==> src/rtl/gps_counter_pkg.sv <==
// Shared encodings and default widths for the GPS-disciplined gate counter.
package gps_counter_pkg;

    typedef enum logic {
        SYNC_WAIT = 1'b0,
        GATE      = 1'b1
    } state_e;

    localparam int DEF_CNT_W  = 32;
    localparam int DEF_GATE_W = 5;

endpackage

==> src/rtl/pps_edge_sync.sv <==
// PPS synchroniser chain with a registered rising-edge pulse.
module pps_edge_sync #(
    parameter int SYNC_STAGES = 2
) (
    input  logic clk_i,
    input  logic rst_ni,
    input  logic pps_i,
    output logic pps_edge_o
);

    // Top bit of the chain is the previous synchronised sample.
    logic [SYNC_STAGES:0] sync_q;
    logic                 edge_q;

    always_ff @(posedge clk_i) begin
        if (!rst_ni) begin
            sync_q <= '0;
            edge_q <= 1'b0;
        end else begin
            sync_q <= {sync_q[SYNC_STAGES-1:0], pps_i};
            edge_q <= sync_q[SYNC_STAGES-1] & ~sync_q[SYNC_STAGES];
        end
    end

    assign pps_edge_o = edge_q;

endmodule

==> src/rtl/gps_gate_counter.sv <==
// GPS-gated frequency counter with result handshake.
// Optional missing-PPS watchdog enabled by defining PPS_WATCHDOG_EN.
module gps_gate_counter
    import gps_counter_pkg::*;
#(
    parameter int CNT_W          = DEF_CNT_W,
    parameter int GATE_W         = DEF_GATE_W,
    parameter int SYNC_STAGES    = 2,
    parameter int TIMEOUT_CYCLES = 110000000
) (
    input  logic              system_clk,
    input  logic              system_rst_n,
    input  logic              pps_in,
    input  logic              enable,
    input  logic [GATE_W-1:0] gate_len,
    output logic [CNT_W-1:0]  result_count,
    output logic [GATE_W-1:0] result_gates,
    output logic              result_saturated,
    output logic              result_valid,
    input  logic              result_ack,
    output logic              result_overrun,
    output logic              pps_lost,
    output logic              pps_edge
);

    localparam logic [CNT_W-1:0] CNT_MAX = '1;
    localparam logic [CNT_W-1:0] CNT_ONE = CNT_W'(1);

    state_e            state_q, state_d;
    logic [CNT_W-1:0]  cnt_q, cnt_d;
    logic              sat_q, sat_d;
    logic [GATE_W-1:0] gcnt_q, gcnt_d;
    logic [GATE_W-1:0] len_q, len_d;
    logic [CNT_W-1:0]  rcnt_q, rcnt_d;
    logic [GATE_W-1:0] rgates_q, rgates_d;
    logic              rsat_q, rsat_d;
    logic              valid_q, valid_d;
    logic              ovr_q, ovr_d;
    logic              new_res;
    logic              timeout;

    pps_edge_sync #(
        .SYNC_STAGES(SYNC_STAGES)
    ) u_sync (
        .clk_i     (system_clk),
        .rst_ni    (system_rst_n),
        .pps_i     (pps_in),
        .pps_edge_o(pps_edge)
    );

`ifdef PPS_WATCHDOG_EN
    localparam int WD_W = $clog2(TIMEOUT_CYCLES + 1);
    localparam logic [WD_W-1:0] WD_LAST = WD_W'(TIMEOUT_CYCLES - 1);

    logic [WD_W-1:0] wd_q;
    logic            lost_q;

    // Counts cycles since the last edge while a gate is open.
    assign timeout = (state_q == GATE) && enable && !pps_edge
                     && (wd_q == WD_LAST);

    always_ff @(posedge system_clk) begin
        if (!system_rst_n) begin
            wd_q   <= '0;
            lost_q <= 1'b0;
        end else begin
            if (pps_edge || state_q != GATE) wd_q <= '0;
            else                             wd_q <= wd_q + WD_W'(1);
            if (pps_edge)     lost_q <= 1'b0;
            else if (timeout) lost_q <= 1'b1;
        end
    end

    assign pps_lost = lost_q;
`else
    logic unused_timeout;
    assign unused_timeout = ^TIMEOUT_CYCLES;
    assign timeout        = 1'b0;
    assign pps_lost       = 1'b0;
`endif

    always_comb begin
        state_d = state_q;
        cnt_d   = cnt_q;
        sat_d   = sat_q;
        gcnt_d  = gcnt_q;
        len_d   = len_q;
        new_res = 1'b0;
        if (!enable) begin
            state_d = SYNC_WAIT;
            cnt_d   = '0;
            sat_d   = 1'b0;
            gcnt_d  = '0;
        end else begin
            case (state_q)
                SYNC_WAIT: begin
                    if (pps_edge) begin
                        state_d = GATE;
                        cnt_d   = CNT_ONE;
                        sat_d   = 1'b0;
                        gcnt_d  = '0;
                        len_d   = gate_len;
                    end
                end
                GATE: begin
                    if (cnt_q == CNT_MAX) sat_d = 1'b1;
                    else                  cnt_d = cnt_q + CNT_ONE;
                    if (pps_edge) begin
                        if (gcnt_q != len_q) begin
                            gcnt_d = gcnt_q + GATE_W'(1);
                        end else begin
                            // Back-to-back restart: this edge opens the next gate.
                            new_res = 1'b1;
                            cnt_d   = CNT_ONE;
                            sat_d   = 1'b0;
                            gcnt_d  = '0;
                            len_d   = gate_len;
                        end
                    end else if (timeout) begin
                        state_d = SYNC_WAIT;
                        cnt_d   = '0;
                        sat_d   = 1'b0;
                        gcnt_d  = '0;
                    end
                end
                default: state_d = SYNC_WAIT;
            endcase
        end
    end

    always_comb begin
        rcnt_d   = rcnt_q;
        rgates_d = rgates_q;
        rsat_d   = rsat_q;
        valid_d  = valid_q;
        ovr_d    = ovr_q;
        if (new_res) begin
            rcnt_d   = cnt_q;
            rgates_d = len_q;
            rsat_d   = sat_q | (cnt_q == CNT_MAX);
            valid_d  = 1'b1;
            ovr_d    = valid_q & ~result_ack;
        end else if (result_ack && valid_q) begin
            valid_d = 1'b0;
            ovr_d   = 1'b0;
        end
    end

    always_ff @(posedge system_clk) begin
        if (!system_rst_n) begin
            state_q  <= SYNC_WAIT;
            cnt_q    <= '0;
            sat_q    <= 1'b0;
            gcnt_q   <= '0;
            len_q    <= '0;
            rcnt_q   <= '0;
            rgates_q <= '0;
            rsat_q   <= 1'b0;
            valid_q  <= 1'b0;
            ovr_q    <= 1'b0;
        end else begin
            state_q  <= state_d;
            cnt_q    <= cnt_d;
            sat_q    <= sat_d;
            gcnt_q   <= gcnt_d;
            len_q    <= len_d;
            rcnt_q   <= rcnt_d;
            rgates_q <= rgates_d;
            rsat_q   <= rsat_d;
            valid_q  <= valid_d;
            ovr_q    <= ovr_d;
        end
    end

    assign result_count     = rcnt_q;
    assign result_gates     = rgates_q;
    assign result_saturated = rsat_q;
    assign result_valid     = valid_q;
    assign result_overrun   = ovr_q;

endmodule

==> config.mk <==
export PLATFORM = sky130hd
export DESIGN_NAME = gps_gate_counter
export DESIGN_NICKNAME = d
export VERILOG_FILES = /design/src/rtl/gps_counter_pkg.sv /design/src/rtl/pps_edge_sync.sv /design/src/rtl/gps_gate_counter.sv
export SDC_FILE = /design/constraint.sdc
export NUM_CORES = 1
export LEC_CHECK = 0
export BUFFER_PORTS_ARGS = -buffer_cell sky130_fd_sc_hd__buf_4
export CORE_MARGIN = 8
export CORE_UTILIZATION = 35
export CTS_CLUSTER_DIAMETER = 200
export CTS_CLUSTER_SIZE = 12
export DETAILED_ROUTE_END_ITERATION = 10
export PLACE_DENSITY = 0.5
export SLEW_MARGIN = 20
export SYNTH_ARGS = -nofsm -noshare
export SYNTH_HDL_FRONTEND = slang
export SYNTH_SLANG_ARGS = --single-unit
==> constraint.sdc <==
create_clock -name system_clk -period 4.75 [get_ports system_clk]
set_input_delay 0.2375 -clock system_clk [delete_from_list [all_inputs] [get_ports system_clk]]
set_output_delay 0.2375 -clock system_clk [all_outputs]
set_load 0.01 [all_outputs]
==> impl_metrics.json <==
{
  "status": "finished clean",
  "rows": 38,
  "finalHoldViolCount": 0,
  "r2r_end": "cnt_q[31]",
  "cts_max_level": 3,
  "wl_met1_um": 4970,
  "final_net_count": 541,
  "holdPathStages": 2,
  "vias": 3611,
  "syn_avg_cell_area_um2": 7.90,
  "portBuffers": 50,
  "gp_congestion": 0.846,
  "wl_met2_um": 4840,
  "vias_per_cell": 5.36,
  "cts.sinks": 88,
  "drt_first_pass_iters": 4,
  "post_cts_resized": 0,
  "fin_area_mm2": 0.00460,
  "routed.top_layer": "met4",
  "regArea_mm2": 0.00176,
  "synth-seq-cells": 88,
  "setup_tns_ns": 0,
  "max_stage_delay_ns": 0.73,
  "path_max_fanout": 23,
  "cts.path.max_buffers": 2,
  "path_cells": "nand4_1 > or4_1 > nor3_4 > nor3_1 > a221o_1",
  "fmax_mhz": 376,
  "wl_per_cell_um": 15.6,
  "clkLatencyLatePin_ns": 0.37,
  "antenna_cells": 0,
  "comb_power_share_pct": 3.0,
  "floorplan.initialDensity_pct": 35.8,
  "fin_worst_skew_ns": 0.0148,
  "tightest_slew_ns": 1.12,
  "reg2reg_from": "cnt_q[17]",
  "gr-usage-all-layers_pct": 14.6,
  "utilization_pct": 42.4,
  "synth_fp_nets": 503,
  "rrSetupSlack_ns": 2.09,
  "p_seq_share_pct": 55.7,
  "dpl.hpwl_um": 7340,
  "area_delta_synth_final_pct": 18.5,
  "final_antenna_net_count": 0,
  "multi_input_area_mm2": 0.00198,
  "post_cts_buffers": 0,
  "p_clk_share_pct": 41.3,
  "rsz0062_at_grt": "no",
  "drtIter0Drc": 142,
  "final.setup.worst_slack_ns": 2.09,
  "slew_violations": 0,
  "fp.dieW_um": 121,
  "setup_viol": 0,
  "powerDensity_mw_per_mm2": 293,
  "grt_pass1_wl_um": 17300,
  "cp_top_family": "simple AND/OR/NAND/NOR gates",
  "ys_warn_count": 0,
  "end_kind": "register",
  "dpl_worst_slack_ns": 1.87,
  "relSlewSlack_pct": 24.9,
  "drc": 0,
  "io_pins": 52,
  "grt_pass1_vias": 3418,
  "clock-root-buffer": "clkbuf_8",
  "grt_max_degree": 44,
  "core_mm2": 0.0108,
  "nFillCells": 1126,
  "start_kind": "register",
  "internal-power_uw": 1040,
  "required_ns": 5.00,
  "holdPathEnd": "result_overrun",
  "layout_common_cells": "nand2_1 (110), dfxtp_1 (88), buf_4 (56), a21oi_1 (53), nand3_1 (27)",
  "holdBufCountCts": 0,
  "async_reset_ff_share_pct": 0,
  "max-cap-violations": 0,
  "final_common_cell": "nand2_1",
  "hold_start": "result_ack",
  "drt-total-wl_um": 10500,
  "r2r_cells": 5,
  "numCtsBuffers": 9,
  "p_switching_uw": 303,
  "crit_arrival_ns": 2.91,
  "hold_path_class": "in2reg",
  "grt.overflow.total": 0,
  "synth.cell_area_mm2": 0.00388,
  "dr_wl_met3_um": 548,
  "ys_seq_area_share_pct": 45.4,
  "timing.final.crit_period_ns": 2.66,
  "ir_drop_mv": 0.133,
  "synth.distinct_cells": 51,
  "cpMaxStageDelayCell": "nor3_4",
  "power_uw": 1350,
  "dieArea_mm2": 0.0147,
  "synth_edf_count": 0,
  "place_area_mm2": 0.00437,
  "worstSetupPathType": "reg2reg",
  "chipHeight_um": 121,
  "swShare_pct": 22.5,
  "synthCells": 491,
  "static-leakage-power_uw": 0.00161,
  "tritoncts": "yes",
  "clk_pin_slew_ns": 0.09,
  "fin_crit_sh_pct": 56.0,
  "ys.flop_type": "dfxtp_1",
  "drive_above_1_share_pct": 15.4,
  "critPathBufInv": 0,
  "antenna_found_initial": 0
}
[kinds of logic (layout without fill, tap and decap cells)]
kind of cell | after synthesis | in the layout | synth area share [%]
compound gates | 129 | 129 | 20.1
xor+xnor | 9 | 9 | 2.03
fa+ha+maj | 2 | 2 | 0.645
buf+inv | 39 | 82 | 4.10
flops | 88 | 88 | 45.4
mux | 2 | 2 | 0.516
other cells | 1 | 1 | 0.0967
simple gates | 221 | 221 | 27.0
[worst reg2reg max path, stage by stage, from the launching register on]
cell and delay [ns]:
dfxtp_1 0.43, nand4_1 0.24, or4_1 0.70, nor3_4 0.73, nor3_1 0.14, a221o_1 0.31
[power groups by stage]
stage | clock, uW | sequential (uW) | combinational, uW
2_1_floorplan | 0 | 764 | 25.3
3_3_place_gp | 0 | 766 | 40.1
3_5_place_dp | 0 | 767 | 40.4
4_1_cts | 577 | 749 | 40.6
5_1_grt | 601 | 750 | 44.8
6_report | 556 | 749 | 40.2
[metal layers]
metal | GRT usage [%] | up-vias
met5 | 0 | -
met4 | 6.63 | 0
met3 | 3.58 | 15
met2 | 23.2 | 72
met1 | 18.3 | 1683
li1 | - | 1841
[layout make-up]
type | instances | share of cell area (%)
multi-input cells | 364 | 43.2
flip-flops and latches | 88 | 38.3
repair buffers | 56 | 9.15
well taps | 140 | 3.81
clock buffers | 12 | 3.59
clock inverters | 4 | 1.12
inverters | 10 | 0.817
[synth_stat cells (3+ instances only)]
library cell  number  area, um^2
nand2_1          110         413
dfxtp_1           88        1760
a21oi_1           53         265
nand3_1           27         135
nor2_1            23        86.3
clkbuf_1          22        82.6
o21ai_0           22         110
a31oi_1           16         100
nand4_1           13        81.3
nor3_1            13        65.1
inv_1              9        33.8
or4_1              9        67.6
o211ai_1           8        60.1
o311ai_0           6        52.6
and2_1             5        31.3
xor2_1             5        43.8
buf_2              4        20.0
xnor2_1            4        35.0
a211oi_1           3        22.5
and3_1             3        18.8
nor4_1             3        18.8
o21ai_1            3        15.0
o31a_1             3        26.3
or3_1              3        18.8
[stage by stage]
stage,cells,hold slack [ns]
2_1_floorplan,491,0.336
3_3_place_gp,658,0.376
3_5_place_dp,658,0.383
4_1_cts,674,0.0426
5_1_grt,674,0.0539
6_report,674,0.0575
[registers in the layout, indices dropped and copies added (netlist names)]
name	cells
gcnt_q	5
result_gates	5
state_q	1
result_saturated	1
sat_q	1
result_valid	1
len_q	5
u_sync.pps_edge_o	1
result_overrun	1
result_count	32
cnt_q	32
u_sync.sync_q	3
[how the worst max path moves through the flow]
stage / from / endpoint / slack [ns] / cells past startpoint
final: cnt_q[17] / cnt_q[31] / 2.09 / 5
after global routing: cnt_q[11] / cnt_q[29] / 1.94 / 5
after CTS: cnt_q[11] / cnt_q[27] / 1.82 / 5
after detailed placement: cnt_q[11] / cnt_q[15] / 1.87 / 5
after global placement: cnt_q[18] / cnt_q[31] / 1.90 / 5
after floorplan: cnt_q[11] / cnt_q[24] / 2.48 / 6
(Power assumes the default switching activity.)
